**config.mk**
```make
export PLATFORM = sky130hd
export DESIGN_NAME = pipe_stage_skid
export DESIGN_NICKNAME = d
export VERILOG_FILES = /design/src/rtl/pipe_stage_skid.sv
export SDC_FILE = /design/constraint.sdc
export NUM_CORES = 1
export LEC_CHECK = 0
export CORE_MARGIN = 5
export CORE_UTILIZATION = 45
export DETAILED_ROUTE_END_ITERATION = 7
export GPL_TIMING_DRIVEN = 1
export PLACE_DENSITY = 0.78
export RECOVER_POWER = 50
export SLEW_MARGIN = 30
export SYNTH_ARGS = -nofsm -noshare
export SYNTH_HDL_FRONTEND = slang
export SYNTH_SLANG_ARGS = --single-unit
```
**constraint.sdc**
```tcl
create_clock -name clk -period 2.2 [get_ports clk]
set_input_delay 0.22 -clock clk [delete_from_list [all_inputs] [get_ports clk]]
set_output_delay 0.22 -clock clk [all_outputs]
set_load 0.01 [all_outputs]
```
**src/rtl/pipe_stage_skid.sv**
```systemverilog
// pipe_stage_skid
//   Pipeline stage register with a valid/ready handshake and a two-entry
//   skid buffer (main + skid). Each entry carries a data payload and a
//   control field. in_ready and out_valid come straight from flops, so no
//   combinational path runs from out_ready to in_ready through the stage.
//
// Ports
//   clk        rising-edge clock
//   rst        synchronous, active-low reset
//   flush      synchronous squash of all held entries
//   in_valid   upstream entry valid
//   in_ready   stage can accept this cycle (registered)
//   in_data    upstream payload
//   in_ctrl    upstream control
//   out_valid  main entry valid
//   out_ready  downstream accepts main entry
//   out_data   main entry payload
//   out_ctrl   main entry control, CTRL_RST whenever out_valid is low
//   stall_cnt  saturating count of cycles with out_valid & !out_ready
//
// state    | meaning
// ---------+-----------------------------------------------
// ST_EMPTY | nothing held; in_ready=1, out_valid=0
// ST_FULL  | main entry held; in_ready=1, out_valid=1
// ST_SKID  | main and skid entries held; in_ready=0, out_valid=1

module pipe_stage_skid #(
    parameter int                 DATA_W      = 64,
    parameter int                 CTRL_W      = 8,
    parameter logic [CTRL_W-1:0]  CTRL_RST    = '0,
    parameter int                 STALL_CNT_W = 16
) (
    input  logic                   clk,
    input  logic                   rst,
    input  logic                   flush,
    input  logic                   in_valid,
    output logic                   in_ready,
    input  logic [DATA_W-1:0]      in_data,
    input  logic [CTRL_W-1:0]      in_ctrl,
    output logic                   out_valid,
    input  logic                   out_ready,
    output logic [DATA_W-1:0]      out_data,
    output logic [CTRL_W-1:0]      out_ctrl,
    output logic [STALL_CNT_W-1:0] stall_cnt
);

    typedef enum logic [1:0] {
        ST_EMPTY = 2'b00,
        ST_FULL  = 2'b01,
        ST_SKID  = 2'b10
    } state_t;

    state_t                  state;
    logic                    in_ready_r;
    logic                    out_valid_r;
    logic [DATA_W-1:0]       main_data;
    logic [CTRL_W-1:0]       main_ctrl;
    logic [DATA_W-1:0]       skid_data;
    logic [CTRL_W-1:0]       skid_ctrl;
    logic [STALL_CNT_W-1:0]  stall_cnt_r;

    logic acc_in;
    logic acc_out;

    assign acc_in  = in_valid & in_ready_r;
    assign acc_out = out_valid_r & out_ready;

    always_ff @(posedge clk) begin
        if (!rst) begin
            state       <= ST_EMPTY;
            in_ready_r  <= 1'b1;
            out_valid_r <= 1'b0;
            main_data   <= '0;
            main_ctrl   <= CTRL_RST;
            skid_data   <= '0;
            skid_ctrl   <= CTRL_RST;
            stall_cnt_r <= '0;
        end else begin
            // Counts regardless of flush; only reset clears it.
            if (out_valid_r && !out_ready && (stall_cnt_r != '1))
                stall_cnt_r <= stall_cnt_r + 1'b1;

            if (flush) begin
                // Payload registers keep their contents; out_ctrl is masked.
                state       <= ST_EMPTY;
                in_ready_r  <= 1'b1;
                out_valid_r <= 1'b0;
            end else begin
                case (state)
                    ST_EMPTY: begin
                        in_ready_r <= 1'b1;
                        if (acc_in) begin
                            state       <= ST_FULL;
                            out_valid_r <= 1'b1;
                            main_data   <= in_data;
                            main_ctrl   <= in_ctrl;
                        end else begin
                            out_valid_r <= 1'b0;
                        end
                    end
                    ST_FULL: begin
                        if (acc_in && acc_out) begin
                            out_valid_r <= 1'b1;
                            in_ready_r  <= 1'b1;
                            main_data   <= in_data;
                            main_ctrl   <= in_ctrl;
                        end else if (acc_in) begin
                            // Downstream stalled: park the new beat behind main.
                            state       <= ST_SKID;
                            out_valid_r <= 1'b1;
                            in_ready_r  <= 1'b0;
                            skid_data   <= in_data;
                            skid_ctrl   <= in_ctrl;
                        end else if (acc_out) begin
                            state       <= ST_EMPTY;
                            out_valid_r <= 1'b0;
                            in_ready_r  <= 1'b1;
                        end else begin
                            out_valid_r <= 1'b1;
                            in_ready_r  <= 1'b1;
                        end
                    end
                    ST_SKID: begin
                        out_valid_r <= 1'b1;
                        if (acc_out) begin
                            state      <= ST_FULL;
                            in_ready_r <= 1'b1;
                            main_data  <= skid_data;
                            main_ctrl  <= skid_ctrl;
                        end else begin
                            in_ready_r <= 1'b0;
                        end
                    end
                    default: begin
                        state       <= ST_EMPTY;
                        out_valid_r <= 1'b0;
                        in_ready_r  <= 1'b1;
                    end
                endcase
            end
        end
    end

    assign in_ready  = in_ready_r;
    assign out_valid = out_valid_r;
    assign out_data  = main_data;
    assign out_ctrl  = out_valid_r ? main_ctrl : CTRL_RST;
    assign stall_cnt = stall_cnt_r;

endmodule

```
==> qor.json <==
{
  "outcome": {"value": "finished, final reports clean"},
  "grt_overflow_total": {"value": 0},
  "track_usage": {"value": 0.191},
  "slew_viol_final": {"value": 0},
  "grt_pass1_wl": {"value": 28.3, "unit": "mm"},
  "design.final.nets": {"value": 1015},
  "rows": {"value": 45},
  "dominant_cell_type_by_area_after_synthesis": {"value": "sky130_fd_sc_hd__dfxtp_1"},
  "pre_cts_setup_slack": {"value": 0.0240, "unit": "ns"},
  "postSynthRegisterBits": {"value": 164},
  "ff_latch_area": {"value": 3280, "unit": "µm²"},
  "layout_min_cycle_time": {"value": 2.09, "unit": "ns"},
  "leading_cell_type_by_number_of_instances_after_synthesis": {"value": "sky130_fd_sc_hd__dfxtp_1"},
  "fmax": {"value": 0.478, "unit": "GHz"},
  "setup_viol": {"value": 0},
  "drc_errors": {"value": 0},
  "sequentialPowerShare": {"value": 0.445},
  "synth_top_cells_by_area": {"value": "sky130_fd_sc_hd__dfxtp_1 47%, sky130_fd_sc_hd__mux2i_1 11%, sky130_fd_sc_hd__nand2_1 8.3%, sky130_fd_sc_hd__a211oi_2 6.1%, sky130_fd_sc_hd__a21oi_1 5.8%"},
  "drt_pre_antenna_iters": {"value": 5},
  "actual_transition_at_the_worst_max_transition_pin": {"value": 0.974, "unit": "ns"},
  "clock-skew-final": {"value": 0.00813, "unit": "ns"},
  "die_height": {"value": 135, "unit": "µm"},
  "worstPathCellList": {"value": "clkbuf_2, and2_1, dlygate4sd3_1"},
  "mappedNetlistNets": {"value": 863},
  "antenna_found_initial": {"value": 0},
  "power.switching": {"value": 1.70, "unit": "mW"},
  "hold_violations": {"value": 0},
  "grt_pass1_vias": {"value": 5828},
  "cts_made_buffers": {"value": 17},
  "tritoncts_clock_tree": {"value": "done"},
  "dp_cell_count": {"value": 1125},
  "cpPeakStageDelay": {"value": 0.61, "unit": "ns"},
  "synth_commonest_cells": {"value": "164 x sky130_fd_sc_hd__dfxtp_1, 155 x sky130_fd_sc_hd__nand2_1, 81 x sky130_fd_sc_hd__a21oi_1, 79 x sky130_fd_sc_hd__nor2_1, 75 x sky130_fd_sc_hd__mux2i_1"},
  "via_per_inst": {"value": 5.22},
  "clk_path_buf_depth": {"value": 2},
  "p_leak": {"value": 3.35, "unit": "nW"},
  "layout-area-overhead-vs-synth": {"value": 36.6, "unit": "%"},
  "final_period_util": {"value": 0.951},
  "chipWidth": {"value": 135, "unit": "µm"},
  "core": {"value": 15300, "unit": "µm²"},
  "cts.reportedPaths.clkPinSlew": {"value": 0.06, "unit": "ns"},
  "number_of_enable_flip_flop_cells_after_synthesis": {"value": 0},
  "irDropWorstVdd": {"value": 0.550, "unit": "mV"},
  "netSwitchingFraction": {"value": 0.237},
  "maximum_number_of_pins_on_one_net_before_global_route_repair": {"value": 77},
  "synth_warnings": {"value": 0},
  "floorplan.initialDensity": {"value": 0.459},
  "internal_power": {"value": 5.48, "unit": "mW"},
  "synthesis.instances": {"value": 781},
  "cp_max_delay_cell": {"value": "sky130_fd_sc_hd__dlygate4sd3_1"},
  "ys_seq_area_frac": {"value": 0.469},
  "slew-limit-headroom": {"value": 0.351},
  "floorplan.die_area": {"value": 18200, "unit": "µm²"},
  "synth_top_cell_area_share": {"value": 0.469},
  "ys_async_sr_fraction": {"value": 0},
  "htree_levels": {"value": 4},
  "smallest_hold_slack": {"value": 0.378, "unit": "ns"},
  "synth.lib_cells_used.distinct": {"value": 43},
  "num_vias": {"value": 6033},
  "drt_first_iter_violations": {"value": 388},
  "ioPinCount": {"value": 167},
  "insertedDiodeCount": {"value": 0},
  "ant_nets": {"value": 0},
  "worstPathRequired": {"value": 1.98, "unit": "ns"},
  "gp_congestion": {"value": 0.925},
  "path_class": {"value": "reg2out"},
  "wl": {"value": 17.3, "unit": "mm"},
  "cts_hold_fix_bufs": {"value": 0},
  "multiInputGateArea": {"value": 3390, "unit": "µm²"},
  "worstPathMaxFanout": {"value": 14},
  "average_size_of_a_mapped_cell": {"value": 8.97, "unit": "µm²"},
  "port_buffers": {"value": 166},
  "final_cell_count_no_fill": {"value": 1156},
  "crit_arrival": {"value": 1.87, "unit": "ns"},
  "worstSetupStartpointType": {"value": "flip-flop"},
  "final_critical_path_setup_slack": {"value": 0.108, "unit": "ns"},
  "clk_root_buffer_cell": {"value": "sky130_fd_sc_hd__clkbuf_16"},
  "finish.utilization": {"value": 0.627},
  "dp.final_hpwl": {"value": 11.9, "unit": "mm"},
  "num-fill-cells": {"value": 1296},
  "worst_path_dominant_cell_family": {"value": "buffers and inverters"},
  "combinational_fraction_of_design_power": {"value": 0.135},
  "clock_insertion_delay_worst_skew": {"value": 0.41, "unit": "ns"},
  "rsz0062_at_grt": {"value": "no"},
  "maxCapViolCount": {"value": 0},
  "synth-main-ff-cell": {"value": "sky130_fd_sc_hd__dfxtp_1"},
  "worstHoldPathType": {"value": "in2reg"},
  "final_layout_size_suffix_gt1_frac": {"value": 0.105},
  "clkSinkCount": {"value": 164},
  "worstPathBufferInverterCount": {"value": 2},
  "power.share.clock": {"value": 0.420},
  "wire_per_inst": {"value": 15.0, "unit": "µm"},
  "p_per_area": {"value": 751, "unit": "nW/µm²"},
  "synthesis.area": {"value": 7000, "unit": "µm²"},
  "fin_tns_setup": {"value": 0, "unit": "ns"},
  "cp-end-kind": {"value": "output port"}
}
-- cells by family after synthesis --
logic type,Yosys count,share of synthesized area
AO/OA/AOI/OAI,180,0.190
buffers and inverters,68,0.0502
XOR/XNOR,1,0.00125
AND/OR/NAND/NOR,288,0.174
multiplexers,75,0.107
flip-flops,164,0.469
adder cells (fa/ha/maj),5,0.00893
-- layout make-up --
cell class                      instances  share of cell area
Clock buffer                           21              0.0492
Clock inverter                         10              0.0136
Multi-Input combinational cell        549               0.354
Inverter                                7             0.00301
Tap cell                              211              0.0276
Sequential cell                       164               0.343
Timing Repair Buffer                  194               0.209
-- per-layer routing --
layer  routed length (µm)  vias to the layer above  part of all wire  GRT usage
li1                     -                     3027                 -          -
met1                 7300                     2829              0.42      0.230
met2                 8390                      157              0.48      0.319
met3                 1390                       20             0.080     0.0734
met4                  250                        0             0.014     0.0532
met5                    0                        -                 0          0
-- repair_timing --
| item | 4_1_cts | 5_1_grt |
|---|---|---|
| gates resized for setup | 0 | 2 |
| buffers inserted | 0 | 0 |
| endpoints found under the setup margin | 0 | 2 |
-- cell usage in the layout, fill, tap and decap left out, types with 2 or more instances in the layout --
cell	synthesis	final
sky130_fd_sc_hd__dfxtp_1	164	163
sky130_fd_sc_hd__nand2_1	155	155
sky130_fd_sc_hd__dlygate4sd3_1	0	86
sky130_fd_sc_hd__a21oi_1	81	81
sky130_fd_sc_hd__clkdlybuf4s50_1	0	80
sky130_fd_sc_hd__nor2_1	79	79
sky130_fd_sc_hd__mux2i_1	75	75
sky130_fd_sc_hd__a211oi_1	40	40
sky130_fd_sc_hd__a211oi_2	34	34
sky130_fd_sc_hd__clkbuf_16	0	17
sky130_fd_sc_hd__buf_4	3	13
sky130_fd_sc_hd__buf_12	0	10
sky130_fd_sc_hd__nor3_1	7	7
sky130_fd_sc_hd__inv_1	7	6
sky130_fd_sc_hd__and2_1	9	6
sky130_fd_sc_hd__nand4_1	6	6
sky130_fd_sc_hd__o21ai_0	6	6
sky130_fd_sc_hd__nand3_1	6	6
sky130_fd_sc_hd__nand2b_1	5	5
sky130_fd_sc_hd__or3_1	6	5
sky130_fd_sc_hd__clkinv_2	0	5
sky130_fd_sc_hd__o31ai_1	4	4
sky130_fd_sc_hd__or4_1	4	4
sky130_fd_sc_hd__o211ai_1	4	4
sky130_fd_sc_hd__ha_1	5	4
sky130_fd_sc_hd__and2_0	0	3
sky130_fd_sc_hd__nor4_1	3	3
sky130_fd_sc_hd__clkbuf_8	0	3
sky130_fd_sc_hd__bufinv_16	0	3
sky130_fd_sc_hd__buf_6	11	3
sky130_fd_sc_hd__or2_2	2	2
sky130_fd_sc_hd__a31oi_1	2	2
sky130_fd_sc_hd__clkinvlp_4	0	2
sky130_fd_sc_hd__clkbuf_1	44	2
-- registers in the layout, indices dropped and copies added, names as in the netlist --
signal	cells
stall_cnt	16
in_ready	1
out_data	64
main_ctrl	8
out_valid	1
skid_data	64
skid_ctrl	8
state	2
-- path summary, 6_finish.rpt --
kind / from / end / slack [ns] / cells past startpoint
worst max register to register: state[0] / state[0] / 0.15 / 5
worst min-delay path: in_data[12] / skid_data[12] / 0.38 / 3
worst min register to register: skid_ctrl[1] / skid_ctrl[1] / 0.45 / 2
worst max-delay path: out_valid / out_ctrl[5] / 0.11 / 3
-- per-stage QoR --
step / power [mW] / instance area [µm²]
3_5_place_dp: 4.29 / 8990
2_1_floorplan: 3.76 / 7000
5_1_grt: 7.50 / 9570
4_1_cts: 7.31 / 9590
3_3_place_gp: 4.27 / 8990
6_report: 7.18 / 9570
-- worst reg2reg max path: stages, from the launching register on --
cell	delay [ns]
sky130_fd_sc_hd__dfxtp_1	0.33
sky130_fd_sc_hd__inv_1	0.15
sky130_fd_sc_hd__ha_4	0.16
sky130_fd_sc_hd__buf_6	0.66
sky130_fd_sc_hd__nor3_1	0.20
sky130_fd_sc_hd__a2111oi_0	0.42
-- power by group through the flow --
stage          clock (mW)  sequential [mW]  combinational [mW]
6_report             3.01             3.20               0.973
5_1_grt              3.22             3.21                1.06
4_1_cts              3.08             3.20                1.03
3_5_place_dp            0             3.27                1.02
3_3_place_gp            0             3.26                1.00
2_1_floorplan           0             3.30               0.460
Power figures use the tool's default switching activity.
